## src/rtl/genclkdiv_frmsync_if.sv

```systemverilog
// Control and output bundle of the frame-aligned programmable clock divider.
// The master drives the ratio and frame sync; the slave returns the divided clock and status.
interface genclkdiv_frmsync_if #(
    parameter int CNT_W = 8
);
    logic [CNT_W-1:0] div;
    logic             frmsync;
    logic             oclk;
    logic             oce;
    logic             locked;
    logic             slip;

    modport master (
        output div,
        output frmsync,
        input  oclk,
        input  oce,
        input  locked,
        input  slip
    );

    modport slave (
        input  div,
        input  frmsync,
        output oclk,
        output oce,
        output locked,
        output slip
    );
endinterface

```

## src/rtl/genclkdiv_frmsync.sv

```systemverilog
// Runtime-programmable clock divider whose phase follows a frame sync through a
// hunt/check/locked flywheel, so that isolated bad syncs leave a locked output alone.
module genclkdiv_frmsync #(
    parameter int CNT_W  = 8,
    parameter int LOCK_N = 3,
    parameter int MISS_N = 2
) (
    input  logic                 iclk,
    input  logic                 rst,
    genclkdiv_frmsync_if.slave   bus
);

    typedef enum logic [1:0] {HUNT, CHECK, LOCKED} state_t;

    localparam logic [3:0] LOCK_LIM = 4'(LOCK_N);
    localparam logic [3:0] MISS_LIM = 4'(MISS_N);

    state_t           state;
    state_t           state_next;
    logic [3:0]       good;
    logic [3:0]       good_next;
    logic [3:0]       miss;
    logic [3:0]       miss_next;
    logic             realign;

    logic [CNT_W-1:0] cnt;
    logic [CNT_W-1:0] cnt_next;
    logic [CNT_W-1:0] rdiv;
    logic [CNT_W-1:0] rdiv_next;
    logic             frmsync_d;
    logic             sedge;
    logic             aligned;
    logic             wrap;
    logic             oclk_next;
    logic             oce_next;

    // A ratio of 1 cannot be produced, so div=0 runs at ratio 2.
    function automatic logic [CNT_W-1:0] clamp_div(input logic [CNT_W-1:0] d);
        return (d == '0) ? CNT_W'(1) : d;
    endfunction

    // High for the first ceil(ratio/2) counts, i.e. while cnt <= rdiv/2.
    function automatic logic high_phase(input logic [CNT_W-1:0] c,
                                        input logic [CNT_W-1:0] r);
        return (c <= (r >> 1));
    endfunction

    assign sedge   = bus.frmsync & ~frmsync_d;
    assign aligned = (cnt == rdiv);
    assign wrap    = (cnt >= rdiv);

    always_ff @(posedge iclk or posedge rst) begin
        if (rst) begin
            state <= HUNT;
            good  <= '0;
            miss  <= '0;
        end else begin
            state <= state_next;
            good  <= good_next;
            miss  <= miss_next;
        end
    end

    always_comb begin
        state_next = state;
        good_next  = good;
        miss_next  = miss;
        realign    = 1'b0;
        if (sedge) begin
            case (state)
                HUNT: begin
                    realign    = 1'b1;
                    good_next  = '0;
                    miss_next  = '0;
                    state_next = CHECK;
                end
                CHECK: begin
                    if (aligned) begin
                        good_next = good + 4'd1;
                        if ((good + 4'd1) == LOCK_LIM) begin
                            state_next = LOCKED;
                            miss_next  = '0;
                        end
                    end else begin
                        realign   = 1'b1;
                        good_next = '0;
                    end
                end
                LOCKED: begin
                    if (aligned) begin
                        miss_next = '0;
                    end else if ((miss + 4'd1) == MISS_LIM) begin
                        // Flywheel exhausted: re-phase on this very edge.
                        realign    = 1'b1;
                        state_next = CHECK;
                        good_next  = '0;
                        miss_next  = '0;
                    end else begin
                        miss_next = miss + 4'd1;
                    end
                end
                default: state_next = HUNT;
            endcase
        end
    end

    // A new ratio only takes effect at a period boundary (wrap or realign).
    always_comb begin
        cnt_next  = cnt + CNT_W'(1);
        rdiv_next = rdiv;
        if (realign || wrap) begin
            cnt_next  = '0;
            rdiv_next = clamp_div(bus.div);
        end
        oclk_next = high_phase(cnt_next, rdiv_next);
        oce_next  = (cnt_next == '0);
    end

    always_ff @(posedge iclk or posedge rst) begin
        if (rst) begin
            cnt        <= '0;
            rdiv       <= CNT_W'(1);
            frmsync_d  <= 1'b0;
            bus.oclk   <= 1'b0;
            bus.oce    <= 1'b0;
            bus.locked <= 1'b0;
            bus.slip   <= 1'b0;
        end else begin
            cnt        <= cnt_next;
            rdiv       <= rdiv_next;
            frmsync_d  <= bus.frmsync;
            bus.oclk   <= oclk_next;
            bus.oce    <= oce_next;
            bus.locked <= (state_next == LOCKED);
            bus.slip   <= realign;
        end
    end

endmodule

```

## src/flat_wrapper.sv

```systemverilog
// flat-port wrapper written by rule: the top's interface ports become plain ports
module genclkdiv_frmsync_flat 
#(
    parameter int CNT_W  = 8,
    parameter int LOCK_N = 3,
    parameter int MISS_N = 2
)
  (iclk, rst, bus_div, bus_frmsync, bus_oclk, bus_oce, bus_locked, bus_slip);
  genclkdiv_frmsync_if #(.CNT_W(CNT_W)) bus_i ();
  input  logic iclk;
  input  logic rst;
  input wire logic [$bits(bus_i.div)-1:0] bus_div;
  input wire logic [$bits(bus_i.frmsync)-1:0] bus_frmsync;
  output wire logic [$bits(bus_i.oclk)-1:0] bus_oclk;
  output wire logic [$bits(bus_i.oce)-1:0] bus_oce;
  output wire logic [$bits(bus_i.locked)-1:0] bus_locked;
  output wire logic [$bits(bus_i.slip)-1:0] bus_slip;
  assign bus_i.div = bus_div;
  assign bus_i.frmsync = bus_frmsync;
  assign bus_oclk = bus_i.oclk;
  assign bus_oce = bus_i.oce;
  assign bus_locked = bus_i.locked;
  assign bus_slip = bus_i.slip;
  genclkdiv_frmsync #(.CNT_W(CNT_W), .LOCK_N(LOCK_N), .MISS_N(MISS_N)) u_core (.iclk(iclk), .rst(rst), .bus(bus_i));
endmodule
```

## config.mk

```make
export PLATFORM = sky130hd
export DESIGN_NAME = genclkdiv_frmsync_flat
export DESIGN_NICKNAME = d
export VERILOG_FILES = /design/src/rtl/genclkdiv_frmsync_if.sv /design/src/rtl/genclkdiv_frmsync.sv /design/src/flat_wrapper.sv
export SDC_FILE = /design/constraint.sdc
export NUM_CORES = 1
export LEC_CHECK = 0
export BUFFER_PORTS_ARGS = -buffer_cell sky130_fd_sc_hd__buf_4
export CAP_MARGIN = 20
export CORE_MARGIN = 2
export CORE_UTILIZATION = 60
export CTS_CLUSTER_DIAMETER = 40
export CTS_CLUSTER_SIZE = 24
export DETAILED_ROUTE_END_ITERATION = 10
export PLACE_DENSITY_LB_ADDON = 0.05
export SYNTH_ARGS = -nofsm -noshare
export SYNTH_HDL_FRONTEND = slang
export SYNTH_SLANG_ARGS = --single-unit
```

## constraint.sdc

```tcl
create_clock -name iclk -period 4.29 [get_ports iclk]
set_input_delay 0.858 -clock iclk [delete_from_list [all_inputs] [get_ports iclk]]
set_output_delay 0.858 -clock iclk [all_outputs]
set_load 0.01 [all_outputs]
```

**After elaboration in Yosys (flattened, before gate mapping)**

Cells that the tools add are included.

- Output and inout port bits: 4
- Memories kept: 0
- Bits in registers: 31
- Memory bits (read-only): 0
- Bits in writable memories: 0
- Latch bits: 0
- Word-level logic and storage cells: 58
- Input port bits: 11

- Mux-type cells: 23
- Bitwise logic cells: 2
- Divide/modulo/power cells: 0
- $mul: 0
- $add $sub $neg: 3
- Magnitude comparators: 2
- Reduce and logical (&&, ||, !) cells: 7
- Equality and inequality tests: 10
- Shift-type cells: 0

Operators by type and width:

| operator | count |
|---|---|
| two-way mux 4 bit | 7 |
| two-way mux 8 bit | 3 |
| case mux 4 bit (3 select lines) | 2 |
| logical NOT 8 bit | 2 |
| two-way mux 2 bit | 5 |
| adder 4 x 1 -> 4 bit, second input constant | 2 |
| adder 8 x 1 -> 8 bit, second input constant | 1 |
| equality test 4 x 2 -> 1 bit, second input constant | 2 |
| equality test 8 bit | 1 |
| greater-or-equal comparator 8 bit | 1 |
| <= comparator 8 x 7 -> 1 bit | 1 |
| AND reduction 4 bit | 2 |
| inequality test 2 x 1 -> 1 bit, second input constant | 3 |
| case mux 2 bit (3 select lines) | 1 |
| equality test 2 bit, second input constant | 2 |
| two-way mux 1 bit | 4 |
| case mux 1 bit (3 select lines) | 1 |
| nonzero test 3 bit | 1 |
| equality test 2 x 1 -> 1 bit, second input constant | 1 |
| logical NOT 2 bit | 1 |
| inequality test 2 bit, second input constant | 1 |
| bitwise AND 1 bit | 1 |
| logical OR 1 bit | 1 |
| NOT 1 bit | 1 |

**Logic depth before layout (Yosys ltp)**

- Depth in word-level cells: 9
- Mapped depth: 14

**Worst setup path after synthesis**

Ideal clock, no wire load.

- Path type: input port to flip-flop
- Start: input bus_frmsync
- End: register u_core.bus.oclk
- Library setup time: 0.073 ns
- Stages: 11
- Data required time: 4.217 ns
- Path slack: 1.296 ns
- Path buffers: 1
- Arrival: 2.921 ns
- Path through: nand2b_1 > or4_4 > o311ai_4 > buf_12 > mux2i_1 > ha_1 > nor2b_1 > o21a_1 > o21ai_0 > nand3b_1 > a2bb2oi_2

- Longest elaborated chain between the ends: 5

RTL lines:

| what | line | RTL |
|---|---|---|
| start: declaration | flat_wrapper.sv:13 | `input wire logic [$bits(bus_i.frmsync)-1:0] bus_frmsync;` |
| bitwise AND 1 bit (*) | genclkdiv_frmsync.sv:48 | `assign sedge = bus.frmsync & ~frmsync_d;` |
| two-way mux 1 bit (*) | genclkdiv_frmsync.sv:69 | `if (sedge) begin` |
| logical OR 1 bit (*) | genclkdiv_frmsync.sv:111 | `if (realign \|\| wrap) begin` |
| two-way mux 8 bit | genclkdiv_frmsync.sv:111 |  |
| <= comparator 8 x 7 -> 1 bit (*) | genclkdiv_frmsync.sv:45 | `return (c <= (r >> 1));` |
| net u_core.oclk_next | genclkdiv_frmsync.sv:34 | `logic oclk_next;` |
| end signal: assignment | genclkdiv_frmsync.sv:132 | `bus.oclk <= oclk_next;` |
| end: declaration | genclkdiv_frmsync_if.sv:25 | `output oclk,` |

The timed path passes the listed nets; every way through them passes the cells marked *.
A chain may end at the register's enable or synchronous reset.

**Worst setup path after layout**

- Start: register u_core.cnt[5]
- End: register u_core.bus.oclk

- Longest elaborated chain between the ends: 7

RTL lines:

| what | line | RTL |
|---|---|---|
| start: declaration | genclkdiv_frmsync.sv:26 | `logic [CNT_W-1:0] cnt;` |
| start signal: assignment | genclkdiv_frmsync.sv:129 | `cnt <= cnt_next;` |
| equality test 8 bit | genclkdiv_frmsync.sv:49 | `assign aligned = (cnt == rdiv);` |
| two-way mux 1 bit (on tied branches) | genclkdiv_frmsync.sv:90, genclkdiv_frmsync.sv:78 |  |
| case mux 1 bit (3 select lines) | genclkdiv_frmsync.sv:70 | `case (state)` |
| two-way mux 1 bit | genclkdiv_frmsync.sv:69 |  |
| logical OR 1 bit | genclkdiv_frmsync.sv:111 |  |
| two-way mux 8 bit | genclkdiv_frmsync.sv:111 |  |
| <= comparator 8 x 7 -> 1 bit (*) | genclkdiv_frmsync.sv:45 |  |
| net u_core.oclk_next | genclkdiv_frmsync.sv:34 |  |

Marks and branches as above.

==> summary.md <==
| Metric | Value |
|---|---|
| Crit path DAT | `around 3.6 ns` |
| Final GP Congestion | `about 0.79` |
| Most frequent standard cell in the layout excluding fill and tap cells | `dfrtp_1` |
| Maximum count of clock buffers along a single path | `2` |
| Diode insertion count for antenna repair | `0` |
| Drt first pass iters | `4` |
| Final-report setup violation count | `0` |
| Area Growth Syn to Fin | `9.44%` |
| Post-synthesis average cell area | `about 10 um2` |
| Number of enable flip-flop cells after synthesis | `0` |
| Crit share post-route | `between 70 and 80%` |
| Area of the die | `roughly 3900 um2` |
| Remaining design rule violation count | `0` |
| Max transition margin | `51.3%` |
| Time the final worst path needs with I/O delays and setup | `3.33 ns` |
| Clock slew seen by the registers of the worst setup and hold paths | `around 0.1 ns` |
| CP bufs+invs | `1` |
| Path category of the worst min-delay check | `reg2reg` |
| CP cell instances | `ha_1, nand4_1, or2_2, nor2_1, o311ai_4, buf_4, mux2i_1, ha_1, a21o_1, a21oi_1, nand3b_1, a2bb2oi_2` |
| Area taken by flip-flops and latches | `about 780 um2` |
| Status | `completed` |
| Iter 0 DRT Violations | `~150` |
| Post-Syn Nets | `about 230` |
| Peak VDD IR | `around 230 uV` |
| Slowest CP cell | `o311ai_4` |
| Number of violations of the max-capacitance limit | `0` |
| Hold Vio Cnt, Final | `0` |
| Worst endpoint required time | `~4.6 ns` |
| Per-cell via count in the routed design | `a little under 6` |
| Synthesized area | `between 2000 and 2500 um2` |
| TritonCTS clock tree | `yes` |
| Seq cells post-synth | `31` |
| Width of the die | `~62 um` |
| GR Util All Layers | `approximately 23%` |
| Top cell family by delay on the critical path | `compound AO/OA/AOI/OAI gates` |
| Number of ports placed on the die boundary | `15` |
| Distinct cell type count of the synthesized netlist | `45` |
| Static Leak | `about 1.1 nW` |
| Layout cells sized above 1 | `17.4%` |
| CP endpoint kind | `flop` |
| Count of pins over their slew limit | `0` |
| Count of nets left with antenna violations after detail routing | `0` |
| Starting density of the core | `between 60% and 70%` |
| Worst skew pair latency | `0.34 ns` |
| CP most frequent cell | `ha_1` |
| Post-layout nets | `248` |
| Number of I/O port buffers | `14` |
| Die height | `between 60 and 70 um` |
| Power Density | `between 400 and 500 nW/um2` |
| Most used cells in the layout excluding fill and tap cells | `dfrtp_1 (30), ha_1 (20), inv_1 (16), buf_4 (16), nor2_1 (14)` |
| Post-synthesis async set-or-reset flop share | `100%` |
| Number of vias in the routed layout | `between 1500 and 2000` |
| Finished Core Util | `67.5%` |
| Cts bufs inserted | `5` |
| Core Region | `around 3300 um2` |
| Pin count of the biggest net entering global routing | `32` |
| WL per Instance | `roughly 15 um` |
| RSZ-0062 raised after global routing | `false` |
| Synth Instances | `between 200 and 250` |
| Global-route wire length before repair | `between 6000 and 7000 um` |
| Initial antenna violation count | `0` |
| Total Routed Length | `3910 um` |
| Flip-flop cell with the highest count after synthesis | `dfrtp_1` |
| Combined area of the multi-input logic cells | `roughly 1200 um2` |
| CTS root buffer | `clkbuf_4` |
| Maximum net fanout on the critical path | `16` |
| Setup CP Type | `reg2reg` |
| Number of inserted filler cells in the final layout | `286` |
| Post-detailed-placement cell area | `2170 um2` |
| # H-tree levels | `2` |
| Hold-fix buffers at CTS | `0` |
| Final instance area | `2230 um2` |
| Std cell rows | `21` |
| Post-route setup TNS | `0 ns` |
| Fmax | `~300 MHz` |
| Yosys warning count | `0` |
| Nature of the critical path startpoint | `flop` |
| Sequential-to-total area share from yosys stat | `38.1%` |
| GRT overflow | `0` |
| Via count of the first global-routing pass | `1569` |
| Setup skew after layout | `between 0.01 and 0.015 ns` |
| Worst slew pin tran | `0.729 ns` |
| CTS-repair resized insts | `0` |
| Number of post-CTS setup repair buffers | `0` |
| Critical Path Max Stage Delay | `0.61 ns` |
| Post-detail-place hpwl | `approximately 2900 um` |
| TritonCTS sink count | `31` |
[power breakdown]
group          switching, mW  leakage (nW)  total [mW]  internal, mW
sequential            0.0631         0.396       0.416         0.353
combinational          0.201         0.654       0.400         0.199
clock                  0.103        0.0386       0.199        0.0963
[kinds of logic (layout without fill, tap and decap cells)]
group / after synthesis / in the layout / synth area share (%)
flip-flops: 31 / 31 / 38.1
multiplexers: 14 / 14 / 7.66
XOR/XNOR: 10 / 10 / 4.29
AO/OA/AOI/OAI: 43 / 43 / 15.7
adder cells (fa/ha/maj): 20 / 20 / 12.3
buffers and inverters: 24 / 40 / 5.58
AND/OR/NAND/NOR: 60 / 60 / 16.5
[worst paths after layout]
| kind | endpoint | cells after the start | slack, ns | startpoint |
|---|---|---|---|---|
| min in group asynchronous | u_core.rdiv[5] | 3 | 0.58 | rst |
| max in group asynchronous | u_core.rdiv[0] | 3 | 3.37 | rst |
| min | u_core.cnt[0] | 1 | 0.48 | u_core.cnt[0] |
| max | u_core.bus.oclk | 12 | 0.96 | u_core.cnt[5] |
| max reg2reg | u_core.bus.oclk | 12 | 0.96 | u_core.cnt[5] |
| min reg2reg | u_core.cnt[0] | 1 | 0.48 | u_core.cnt[0] |
[metal layers]
layer | global-route usage, % | vias to the layer above | wire (um)
li1 | - | 754 | -
met4 | 10.0 | 0 | 115
met3 | 6.34 | 12 | 122
met1 | 26.3 | 757 | 1670
met5 | 0 | - | 0
met2 | 40.1 | 27 | 2000
[final cells by class]
class	count	area share, %
multi-input cells	147	51.5
flip-flops and latches	31	34.8
repair buffers	16	5.38
clock buffers	8	3.08
inverters	16	2.69
well taps	46	2.58
[registers in the layout, summed over array words and instances (netlist names)]
signal	flops
u_core.rdiv	8
u_core.bus.locked	1
u_core.bus.oclk	1
u_core.miss	4
u_core.frmsync_d	1
u_core.cnt	8
u_core.good	4
u_core.state	2
u_core.bus.slip	1
u_core.bus.oce	1
[stage by stage]
stage                     std cells  hold slack (ns)  total power, mW  setup WS, ns
after global routing            264            0.503             1.11         0.674
after CTS                       264            0.484             1.02         0.972
after floorplan                 202            0.442            0.727          1.30
final                           264            0.479             1.02         0.965
after global placement          256            0.467            0.798         0.842
after detailed placement        256            0.471            0.823         0.746
[worst register-to-register path: stages (launching register included)]
cell and delay, ns:
dfrtp_1 0.48, ha_1 0.33, nand4_1 0.16, or2_2 0.19
nor2_1 0.07, o311ai_4 0.61, buf_4 0.33, mux2i_1 0.21
ha_1 0.26, a21o_1 0.19, a21oi_1 0.17, nand3b_1 0.12
a2bb2oi_2 0.15
[Yosys cell counts, types with 4 or more instances]
cell / count / area (um2)
xnor2_1: 4 / 35.0
mux2i_1: 7 / 70.1
nand2b_1: 4 / 25.0
a31oi_1: 4 / 25.0
nand3_1: 8 / 40.0
dfrtp_1: 30 / 751
nor3b_1: 4 / 30.0
ha_1: 20 / 250
nor3_1: 5 / 25.0
o21ai_0: 8 / 40.0
clkbuf_1: 6 / 22.5
nand2_1: 6 / 22.5
xor2_1: 6 / 52.6
nor2_1: 14 / 52.6
a21o_1: 6 / 45.0
mux2_2: 5 / 56.3
a21oi_1: 9 / 45.0
inv_1: 16 / 60.1
Power figures use the tool's default switching activity.
